### src/rtl/ltc2308_spi_responder_if.sv
// Pin-level bundle between an LTC2308 master (FIFO ADC front-end or bench) and the responder.
// The master drives the serial pins, the channel-value loader and the error clear.
interface ltc2308_spi_responder_if;
    logic        ADC_CONVST;
    logic        ADC_SCK;
    logic        ADC_SDI;
    logic        ADC_SDO;
    logic        smp_wr_en;
    logic [2:0]  smp_wr_ch;
    logic [11:0] smp_wr_data;
    logic        busy;
    logic [5:0]  last_cfg;
    logic [15:0] conv_count;
    logic        err_sck;
    logic        err_clr;

    modport master (
        output ADC_CONVST, ADC_SCK, ADC_SDI, smp_wr_en, smp_wr_ch, smp_wr_data, err_clr,
        input  ADC_SDO, busy, last_cfg, conv_count, err_sck
    );

    modport slave (
        input  ADC_CONVST, ADC_SCK, ADC_SDI, smp_wr_en, smp_wr_ch, smp_wr_data, err_clr,
        output ADC_SDO, busy, last_cfg, conv_count, err_sck
    );
endinterface

### src/rtl/ltc2308_spi_responder.sv
// Behavioural stand-in for an LTC2308 ADC: serves 8 loadable 12-bit channel values
// over CONVST/SCK/SDI/SDO, with the part's one-frame-delayed configuration pipeline.
//
// state | meaning
// ------+--------------------------------------------------------------
// IDLE  | after reset, waiting for the first CONVST rise
// CONV  | conversion in progress, busy high, SCK edges flagged as errors
// SHIFT | result shifts out on SCK falls, config shifts in on SCK rises
module ltc2308_spi_responder #(
    parameter int         T_CONV_CYC = 64,
    parameter logic [5:0] CFG_RESET  = 6'h22
) (
    input  logic                          clk,
    input  logic                          reset_n,
    ltc2308_spi_responder_if.slave        bus
);
    localparam logic [1:0] S_IDLE  = 2'd0;
    localparam logic [1:0] S_CONV  = 2'd1;
    localparam logic [1:0] S_SHIFT = 2'd2;

    localparam int         CW       = (T_CONV_CYC > 2) ? $clog2(T_CONV_CYC) : 1;
    localparam logic [CW-1:0] CONV_LOAD = CW'(T_CONV_CYC - 1);

    logic [1:0]    r_state;
    logic [CW-1:0] r_conv_tmr;
    logic [2:0]    r_convst_sync;
    logic [2:0]    r_sck_sync;
    logic [1:0]    r_sdi_sync;
    logic [11:0]   r_chreg [8];
    logic [5:0]    r_cfg_sr;
    logic [2:0]    r_cfg_cnt;
    logic [5:0]    r_eff_cfg;
    logic [5:0]    r_last_cfg;
    logic [11:0]   r_result;
    logic [11:0]   r_sdo_sr;
    logic [3:0]    r_sdo_cnt;
    logic [15:0]   r_conv_count;
    logic          r_err_sck;

    logic          w_convst_rise;
    logic          w_sck_rise;
    logic          w_sck_fall;
    logic          w_sdi;
    logic          w_err_evt;
    logic [5:0]    w_next_cfg;
    logic [2:0]    w_ch;
    logic [11:0]   w_raw;
    logic [11:0]   w_result;

    // Sync stage [1] is the settled sample, stage [2] its registered copy for edge detection.
    assign w_convst_rise = r_convst_sync[1] & ~r_convst_sync[2];
    assign w_sck_rise    = r_sck_sync[1] & ~r_sck_sync[2];
    assign w_sck_fall    = ~r_sck_sync[1] & r_sck_sync[2];
    assign w_sdi         = r_sdi_sync[1];
    assign w_err_evt     = (r_state == S_CONV) && (w_sck_rise || w_sck_fall);

    // Config word is {S/D, O/S, S1, S0, UNI, SLP}; only a complete frame replaces it.
    assign w_next_cfg = (r_cfg_cnt == 3'd6) ? r_cfg_sr : r_eff_cfg;
    assign w_ch       = {w_next_cfg[3], w_next_cfg[2], w_next_cfg[4]};
    assign w_raw      = r_chreg[w_ch];
    assign w_result   = !w_next_cfg[5] ? 12'h000 :
                        (w_next_cfg[1] ? w_raw : (w_raw ^ 12'h800));

    always_ff @(posedge clk) begin
        if (!reset_n) begin
            r_state       <= S_IDLE;
            r_conv_tmr    <= '0;
            r_convst_sync <= '0;
            r_sck_sync    <= '0;
            r_sdi_sync    <= '0;
            for (int i = 0; i < 8; i++) r_chreg[i] <= '0;
            r_cfg_sr      <= '0;
            r_cfg_cnt     <= '0;
            r_eff_cfg     <= CFG_RESET;
            r_last_cfg    <= CFG_RESET;
            r_result      <= '0;
            r_sdo_sr      <= '0;
            r_sdo_cnt     <= '0;
            r_conv_count  <= '0;
            r_err_sck     <= 1'b0;
        end else begin
            r_convst_sync <= {r_convst_sync[1:0], bus.ADC_CONVST};
            r_sck_sync    <= {r_sck_sync[1:0], bus.ADC_SCK};
            r_sdi_sync    <= {r_sdi_sync[0], bus.ADC_SDI};

            // A same-cycle conversion start still latches the pre-write value.
            if (bus.smp_wr_en) r_chreg[bus.smp_wr_ch] <= bus.smp_wr_data;

            if (w_err_evt)        r_err_sck <= 1'b1;
            else if (bus.err_clr) r_err_sck <= 1'b0;

            case (r_state)
                S_IDLE: begin
                    if (w_convst_rise) begin
                        r_state      <= S_CONV;
                        r_conv_tmr   <= CONV_LOAD;
                        r_eff_cfg    <= w_next_cfg;
                        r_last_cfg   <= w_next_cfg;
                        r_result     <= w_result;
                        r_conv_count <= r_conv_count + 16'd1;
                        r_cfg_cnt    <= '0;
                    end
                end
                S_CONV: begin
                    if (r_conv_tmr == '0) begin
                        r_state   <= S_SHIFT;
                        r_sdo_sr  <= r_result;
                        r_sdo_cnt <= '0;
                    end else begin
                        r_conv_tmr <= r_conv_tmr - 1'b1;
                    end
                end
                S_SHIFT: begin
                    if (w_convst_rise) begin
                        r_state      <= S_CONV;
                        r_conv_tmr   <= CONV_LOAD;
                        r_eff_cfg    <= w_next_cfg;
                        r_last_cfg   <= w_next_cfg;
                        r_result     <= w_result;
                        r_conv_count <= r_conv_count + 16'd1;
                        r_cfg_cnt    <= '0;
                    end else if (w_sck_fall) begin
                        if (r_sdo_cnt < 4'd12) begin
                            r_sdo_sr  <= {r_sdo_sr[10:0], 1'b0};
                            r_sdo_cnt <= r_sdo_cnt + 4'd1;
                        end
                    end else if (w_sck_rise) begin
                        if (r_cfg_cnt < 3'd6) begin
                            r_cfg_sr  <= {r_cfg_sr[4:0], w_sdi};
                            r_cfg_cnt <= r_cfg_cnt + 3'd1;
                        end
                    end
                end
                default: r_state <= S_IDLE;
            endcase
        end
    end

    assign bus.ADC_SDO    = r_sdo_sr[11];
    assign bus.busy       = (r_state == S_CONV);
    assign bus.last_cfg   = r_last_cfg;
    assign bus.conv_count = r_conv_count;
    assign bus.err_sck    = r_err_sck;
endmodule

### src/flat_wrapper.sv
// flat-port wrapper written by rule: the top's interface ports become plain ports
module ltc2308_spi_responder_flat 
#(
    parameter int         T_CONV_CYC = 64,
    parameter logic [5:0] CFG_RESET  = 6'h22
)
  (clk, reset_n, bus_ADC_CONVST, bus_ADC_SCK, bus_ADC_SDI, bus_smp_wr_en, bus_smp_wr_ch, bus_smp_wr_data, bus_err_clr, bus_ADC_SDO, bus_busy, bus_last_cfg, bus_conv_count, bus_err_sck);
  ltc2308_spi_responder_if bus_i ();
  input  logic clk;
  input  logic reset_n;
  input wire logic [$bits(bus_i.ADC_CONVST)-1:0] bus_ADC_CONVST;
  input wire logic [$bits(bus_i.ADC_SCK)-1:0] bus_ADC_SCK;
  input wire logic [$bits(bus_i.ADC_SDI)-1:0] bus_ADC_SDI;
  input wire logic [$bits(bus_i.smp_wr_en)-1:0] bus_smp_wr_en;
  input wire logic [$bits(bus_i.smp_wr_ch)-1:0] bus_smp_wr_ch;
  input wire logic [$bits(bus_i.smp_wr_data)-1:0] bus_smp_wr_data;
  input wire logic [$bits(bus_i.err_clr)-1:0] bus_err_clr;
  output wire logic [$bits(bus_i.ADC_SDO)-1:0] bus_ADC_SDO;
  output wire logic [$bits(bus_i.busy)-1:0] bus_busy;
  output wire logic [$bits(bus_i.last_cfg)-1:0] bus_last_cfg;
  output wire logic [$bits(bus_i.conv_count)-1:0] bus_conv_count;
  output wire logic [$bits(bus_i.err_sck)-1:0] bus_err_sck;
  assign bus_i.ADC_CONVST = bus_ADC_CONVST;
  assign bus_i.ADC_SCK = bus_ADC_SCK;
  assign bus_i.ADC_SDI = bus_ADC_SDI;
  assign bus_i.smp_wr_en = bus_smp_wr_en;
  assign bus_i.smp_wr_ch = bus_smp_wr_ch;
  assign bus_i.smp_wr_data = bus_smp_wr_data;
  assign bus_i.err_clr = bus_err_clr;
  assign bus_ADC_SDO = bus_i.ADC_SDO;
  assign bus_busy = bus_i.busy;
  assign bus_last_cfg = bus_i.last_cfg;
  assign bus_conv_count = bus_i.conv_count;
  assign bus_err_sck = bus_i.err_sck;
  ltc2308_spi_responder #(.T_CONV_CYC(T_CONV_CYC), .CFG_RESET(CFG_RESET)) u_core (.clk(clk), .reset_n(reset_n), .bus(bus_i));
endmodule
### config.mk
export PLATFORM = sky130hd
export DESIGN_NAME = ltc2308_spi_responder_flat
export DESIGN_NICKNAME = d
export VERILOG_FILES = /design/src/rtl/ltc2308_spi_responder_if.sv /design/src/rtl/ltc2308_spi_responder.sv /design/src/flat_wrapper.sv
export SDC_FILE = /design/constraint.sdc
export NUM_CORES = 1
export LEC_CHECK = 0
export CAP_MARGIN = 20
export CORE_UTILIZATION = 68
export DETAILED_ROUTE_END_ITERATION = 6
export DONT_BUFFER_PORTS = 1
export HOLD_SLACK_MARGIN = 0.03
export PLACE_DENSITY_LB_ADDON = 0.08
export SETUP_SLACK_MARGIN = 0.5
export SYNTH_ARGS = -nofsm -noshare
export SYNTH_HDL_FRONTEND = slang
export SYNTH_SLANG_ARGS = --single-unit
### constraint.sdc
create_clock -name clk -period 4.8 [get_ports clk]
set_clock_uncertainty 0.15 [all_clocks]
set_input_delay 0.72 -clock clk [delete_from_list [all_inputs] [get_ports clk]]
set_output_delay 0.72 -clock clk [all_outputs]
set_load 0.05 [all_outputs]
Word level (Yosys, flattened, before mapping)
Memories as Yosys holds them, arrays and structs flattened.
Index checks and enable logic that the tools add are counted.
Cells by class
  add/sub/neg operators: 4
  $mul: 0
  div/mod/pow operators: 0
  order comparisons: 2
  equal/unequal tests: 13
  shift operators: 0
  mux-type cells: 34
  bitwise logic cells: 9
  reductions and logical operators: 17
Operator list (count)
  $mux W12: 7
  $pmux W12 S2: 1
  $mux W3: 6
  $mux W6: 3
  $add A16 B1 Y16 const B: 1
  $mux W4: 4
  $reduce_and A5 Y1: 3
  $pmux W6 S2: 1
  $reduce_or A12 Y1: 1
  $ne A2 B1 Y1 const B: 5
  $pmux W4 S2: 1
  $reduce_bool A2 Y1: 4
  $mux W1: 7
  $logic_not A6 Y1: 1
  $ne A3 B1 Y1 const B: 2
  $not A1 Y1: 6
  $pmux W3 S2: 1
  $reduce_and A3 Y1: 2
  $sub A6 B1 Y6 const B: 1
  $add A4 B1 Y4 const B: 1
  $lt A4 B4 Y1 const B: 1
  $mux W2: 2
  $ne A2 B2 Y1 const B: 2
  $pmux W2 S2: 1
  12 further kinds: 15
Word-level totals
  flip-flop bits (word level): 76
  latch bits: 0
  memory bits (writable): 96
  bits in read-only memories: 0
  input port bits: 22
  output and inout port bits: 25
  logic and storage cells: 94
  memories kept: 1
Memories
  u_core.r_chreg: depth 8, width 12, read ports 1, clocked after memory_dff 0, wr ports 8, RTL line ltc2308_spi_responder.sv:29  | logic [11:0] r_chreg [8];

Depth between registers and ports, before layout
  depth after elaboration: 6
  gate-level depth with buffers: 10
  depth with buffers taken out: 8

Least setup slack after synthesis
Ideal clock, no wire load.
  kind: input to register
  from: in reset_n
  to: mem u_core.r_chreg[5][0] (enable)
  setup time: 0.398 ns
  data arrival time: 2.099 ns
  data required time: 4.252 ns
  setup slack: 2.153 ns
  stages: 3
  buffers on the path: 1
  cells stage by stage: clkbuf_1 > nand3_1 > o21ai_0
RTL lines
  from (decl): RTL line flat_wrapper.sv:10  | input logic reset_n;
  to (decl): RTL line ltc2308_spi_responder.sv:29

Worst setup path in the final report
  from: reg u_core.r_cfg_cnt[0]
  to: reg u_core.r_result[11]
On the way
  cells in the longest elaborated chain, start to end: 6
RTL lines
  from (decl): RTL line ltc2308_spi_responder.sv:31  | logic [2:0] r_cfg_cnt;
  from (signal assigned): RTL line ltc2308_spi_responder.sv:130  | r_cfg_cnt <= r_cfg_cnt + 3'd1;
  $eq A3 B3 Y1 (*): RTL line ltc2308_spi_responder.sv:58  | assign w_next_cfg = (r_cfg_cnt == 3'd6) ? r_cfg_sr : r_eff_cfg;
  $mux W6 (*): RTL line ltc2308_spi_responder.sv:58
  $mem_v2 Z8 W12
  $not A1 Y1 (no line)
  $mux W12: RTL line ltc2308_spi_responder.sv:62  | (w_next_cfg[1] ? w_raw : (w_raw ^ 12'h800));
  $mux W12 (*): RTL line ltc2308_spi_responder.sv:61  | assign w_result = !w_next_cfg[5] ? 12'h000 :
  to (signal assigned): RTL line ltc2308_spi_responder.sv:99  | r_result <= w_result;
  to (signal assigned): RTL line ltc2308_spi_responder.sv:119  | r_result <= w_result;
  to (decl): RTL line ltc2308_spi_responder.sv:34  | logic [11:0] r_result;
Mark *: on every way between the ends. The rest lies on a longest branch, timed or not.
A chain may end at the register's enable or synchronous reset.

==> metrics <==
worst-path cell chain=inv_1, ha_1, nand2_1, mux2i_2, buf_4, nand2_1, a32o_1, or4_1, nand3_1; CTS tree=built; cells after synthesis=743; TritonRoute pass-1 iters=7; Post-CTS Setup Bufs=0; Layout Nets=767; Final ANT Viol Nets=0; H-Tree Depth=4; Detail Placement HPWL=around 10000 um; post-synth cell types=45; Post-Syn Area per Cell=10.1 um^2; Slowest-stage cell, CP=mux2i_2; worst skew pair latency=approximately 0.55 ns; hold_buf cts=0; setup TNS=0 ns; leading area contributor after synthesis=edfxtp_1; GP Congestion=roughly 0.84; starting density of the core=0.698; core area=between 0.01 and 0.015 mm^2; largest net degree at the start of global routing=53; vias=between 5000 and 6000; fin crit period=about 3.3 ns; full die area=approximately 0.011 mm^2; final hold viol count=0; CP Max Fanout=22; Die X=approximately 110 um; main area contributors after synthesis=edfxtp_1 (38%), dfxtp_1 (20%), and2_1 (8.5%), nand2_1 (5.9%), nand3_1 (4.2%); register area=between 0.004 and 0.005 mm^2; WHS=roughly 0.09 ns; R2R cell count=9; share of the synthesized area in the top cell type=0.383; RSZ-0062 raised after global routing=no; register area share after synthesis=0.585; worst hold endpoint=u_core.r_eff_cfg[5]$_SDFFE_PN1P_; DRT Wirelength=around 16000 um; cts repair resizes=0; min-delay worst type=in2reg; wl on met1=~7000 um; Syn Nets=773; met2 wire length=8290 um; Post-DP Area=0.00766 mm^2; LEAKAGE=a little over 3 nW; Rel. slew slack=0.293; number of synthesized flops with an enable pin=96; Final Worst Setup Slack=about 1.5 ns; CTS root buf=clkbuf_8; Power per Cell Area=401 mW/mm^2; status=finished clean; R2R Path Start=u_core.r_cfg_cnt[0]$_SDFFE_PN0P_; R2R Path End=u_core.r_result[11]$_SDFFE_PN0P_; # clock sinks=between 150 and 200; asr flop ratio synth=0; Via density=around 6; clock buffer depth=2; Max Slew Vio Count=0; vias in the first global route=5097; fin area=0.00833 mm^2; die span in y=between 100 and 150 um; Filler Cell Count=705; routed len/inst=~18 um; n_diodes=0; Worst-path clk slew=roughly 0.060 ns; final setup vio count=0; maxcap violations=0; Hold Startpoint=reset_n; total track usage=0.308; Starting DRT DRC Count=between 500 and 600; uppermost layer routed=met4; IO Port Bufs=0; worst ir drop on vdd=0.355 mV; CP arrival=between 3 and 4 ns; Main synth FF type=edfxtp_1; fin util=0.772; total grt overflow=0; crit-path most repeated cell=nand2_1; f_max=303 MHz; I/O pins=47; FF+latch count, synth=172; required time worst endpoint=between 5 and 6 ns; CP max stage delay=about 0.70 ns; row cnt=38; critical setup path kind=reg2reg; Crit. End Element=flip-flop; worst-margin pin slew=between 1 and 1.5 ns; worst hold path stage count=1; area of the multi-input gates=about 0.0029 mm^2; initial antenna violation count=0; cell area after synthesis=~0.0075 mm^2; first-pass GRT wire length=approximately 26000 um; DR WL met3=roughly 900 um; Remaining DRCs=0; fin crit share=0.688; startpoint types=flip-flop; share of layout cells above drive strength 1=0.0680; CTS Buf Count=17; P&R area growth vs syn=10.6%; pre-CTS setup slack=~1.6 ns; FF-to-FF setup slack=around 1.5 ns; Yosys warnings=0
## through the flow
stage	power, mW	std cells
after CTS	3.35	889
final	3.34	890
after global routing	3.43	890
after floorplan	1.78	743
after detailed placement	1.82	857
after global placement	1.81	855
## flip-flops by register name, indices dropped and copies added (netlist names)
| register | flops |
|---|---|
| u_core.r_chreg | 96 |
| u_core.bus.conv_count | 16 |
| u_core.r_result | 12 |
| u_core.r_sdo_sr | 12 |
| u_core.r_cfg_sr | 6 |
| u_core.r_conv_tmr | 6 |
| u_core.r_eff_cfg | 6 |
| u_core.r_sdo_cnt | 4 |
| u_core.r_cfg_cnt | 3 |
| u_core.r_convst_sync | 3 |
| u_core.r_sck_sync | 3 |
| u_core.r_sdi_sync | 2 |
| u_core.r_state | 2 |
| u_core.bus.err_sck | 1 |
## synthesized netlist by cell type, drive strengths merged, types with 11 or more instances
master	count
mux2i	28
inv	11
xor2	13
a21oi	26
edfxtp	96
and2	104
nor2	63
clkbuf	35
nand3	63
a211oi	15
dfxtp	76
o21ai	24
nand2	119
## worst max path at each step
| stage | from | to | slack [ns] | cells past startpoint |
|---|---|---|---|---|
| 4_1_cts | u_core.r_cfg_cnt[0]$_SDFFE_PN0P_ | u_core.r_result[11]$_SDFFE_PN0P_ | 1.57 | 9 |
| 2_1_floorplan | reset_n | u_core.r_chreg[5][0]$_SDFFCE_PN0P_ | 2.15 | 3 |
| 5_1_grt | u_core.r_cfg_cnt[0]$_SDFFE_PN0P_ | u_core.r_result[11]$_SDFFE_PN0P_ | 1.34 | 9 |
| 3_5_place_dp | u_core.r_cfg_cnt[0]$_SDFFE_PN0P_ | u_core.r_result[11]$_SDFFE_PN0P_ | 1.64 | 9 |
| 6_report | u_core.r_cfg_cnt[0]$_SDFFE_PN0P_ | u_core.r_result[11]$_SDFFE_PN0P_ | 1.50 | 9 |
| 3_3_place_gp | u_core.r_cfg_cnt[0]$_SDFFE_PN0P_ | u_core.r_result[11]$_SDFFE_PN0P_ | 1.67 | 9 |
## power breakdown
part           internal (mW)  switching (mW)
clock network          0.992           0.558
logic                 0.0469          0.0845
registers               1.62          0.0367
## per-layer routing
layer  vias up  GRT usage
li1       2545          -
met1      2564      0.366
met2       160      0.535
met3        31     0.0754
met4         0      0.125
met5         -          0
## cell type report
| class | instances | share of cell area |
|---|---|---|
| multi-input cells | 519 | 0.352 |
| clock inverters | 11 | 0.0254 |
| repair buffers | 15 | 0.0129 |
| well taps | 140 | 0.0210 |
| clock buffers | 21 | 0.0551 |
| inverters | 12 | 0.00541 |
| flip-flops and latches | 172 | 0.529 |
## placed cells by master, fill, tap and decap left out, types with 8 or more instances in the layout
cell type  synthesis  layout
nand2_1          119     119
and2_1           102     102
edfxtp_1          96      96
dfxtp_1           76      76
nand3_1           63      63
nor2_1            63      63
mux2i_1           28      27
a21oi_1           26      26
o21ai_0           23      23
clkbuf_16          0      16
a211oi_1          15      15
xor2_1            13      13
buf_4              0      13
inv_1             10      10
xnor2_1            8       8
ha_1               8       8
## logic make-up after synthesis
group,after synthesis,synth area share
and+or+nand+nor,379,0.244
xor gates and xnor gates,21,0.0244
AOI/OAI and AO/OA,81,0.0663
buffers and inverters,52,0.0266
muxes,30,0.0402
adders and majority gates,8,0.0133
DFF,172,0.585
## worst max-delay path: cells and delay by family (launching register included)
kind                       cells  cell delay (ns)
DFF                            1             0.38
adders and majority gates      1             0.21
AOI/OAI and AO/OA              1             0.26
buffers and inverters          2             0.44
muxes                          1             0.70
and+or+nand+nor                4             1.09
Power figures use the tool's default switching activity.
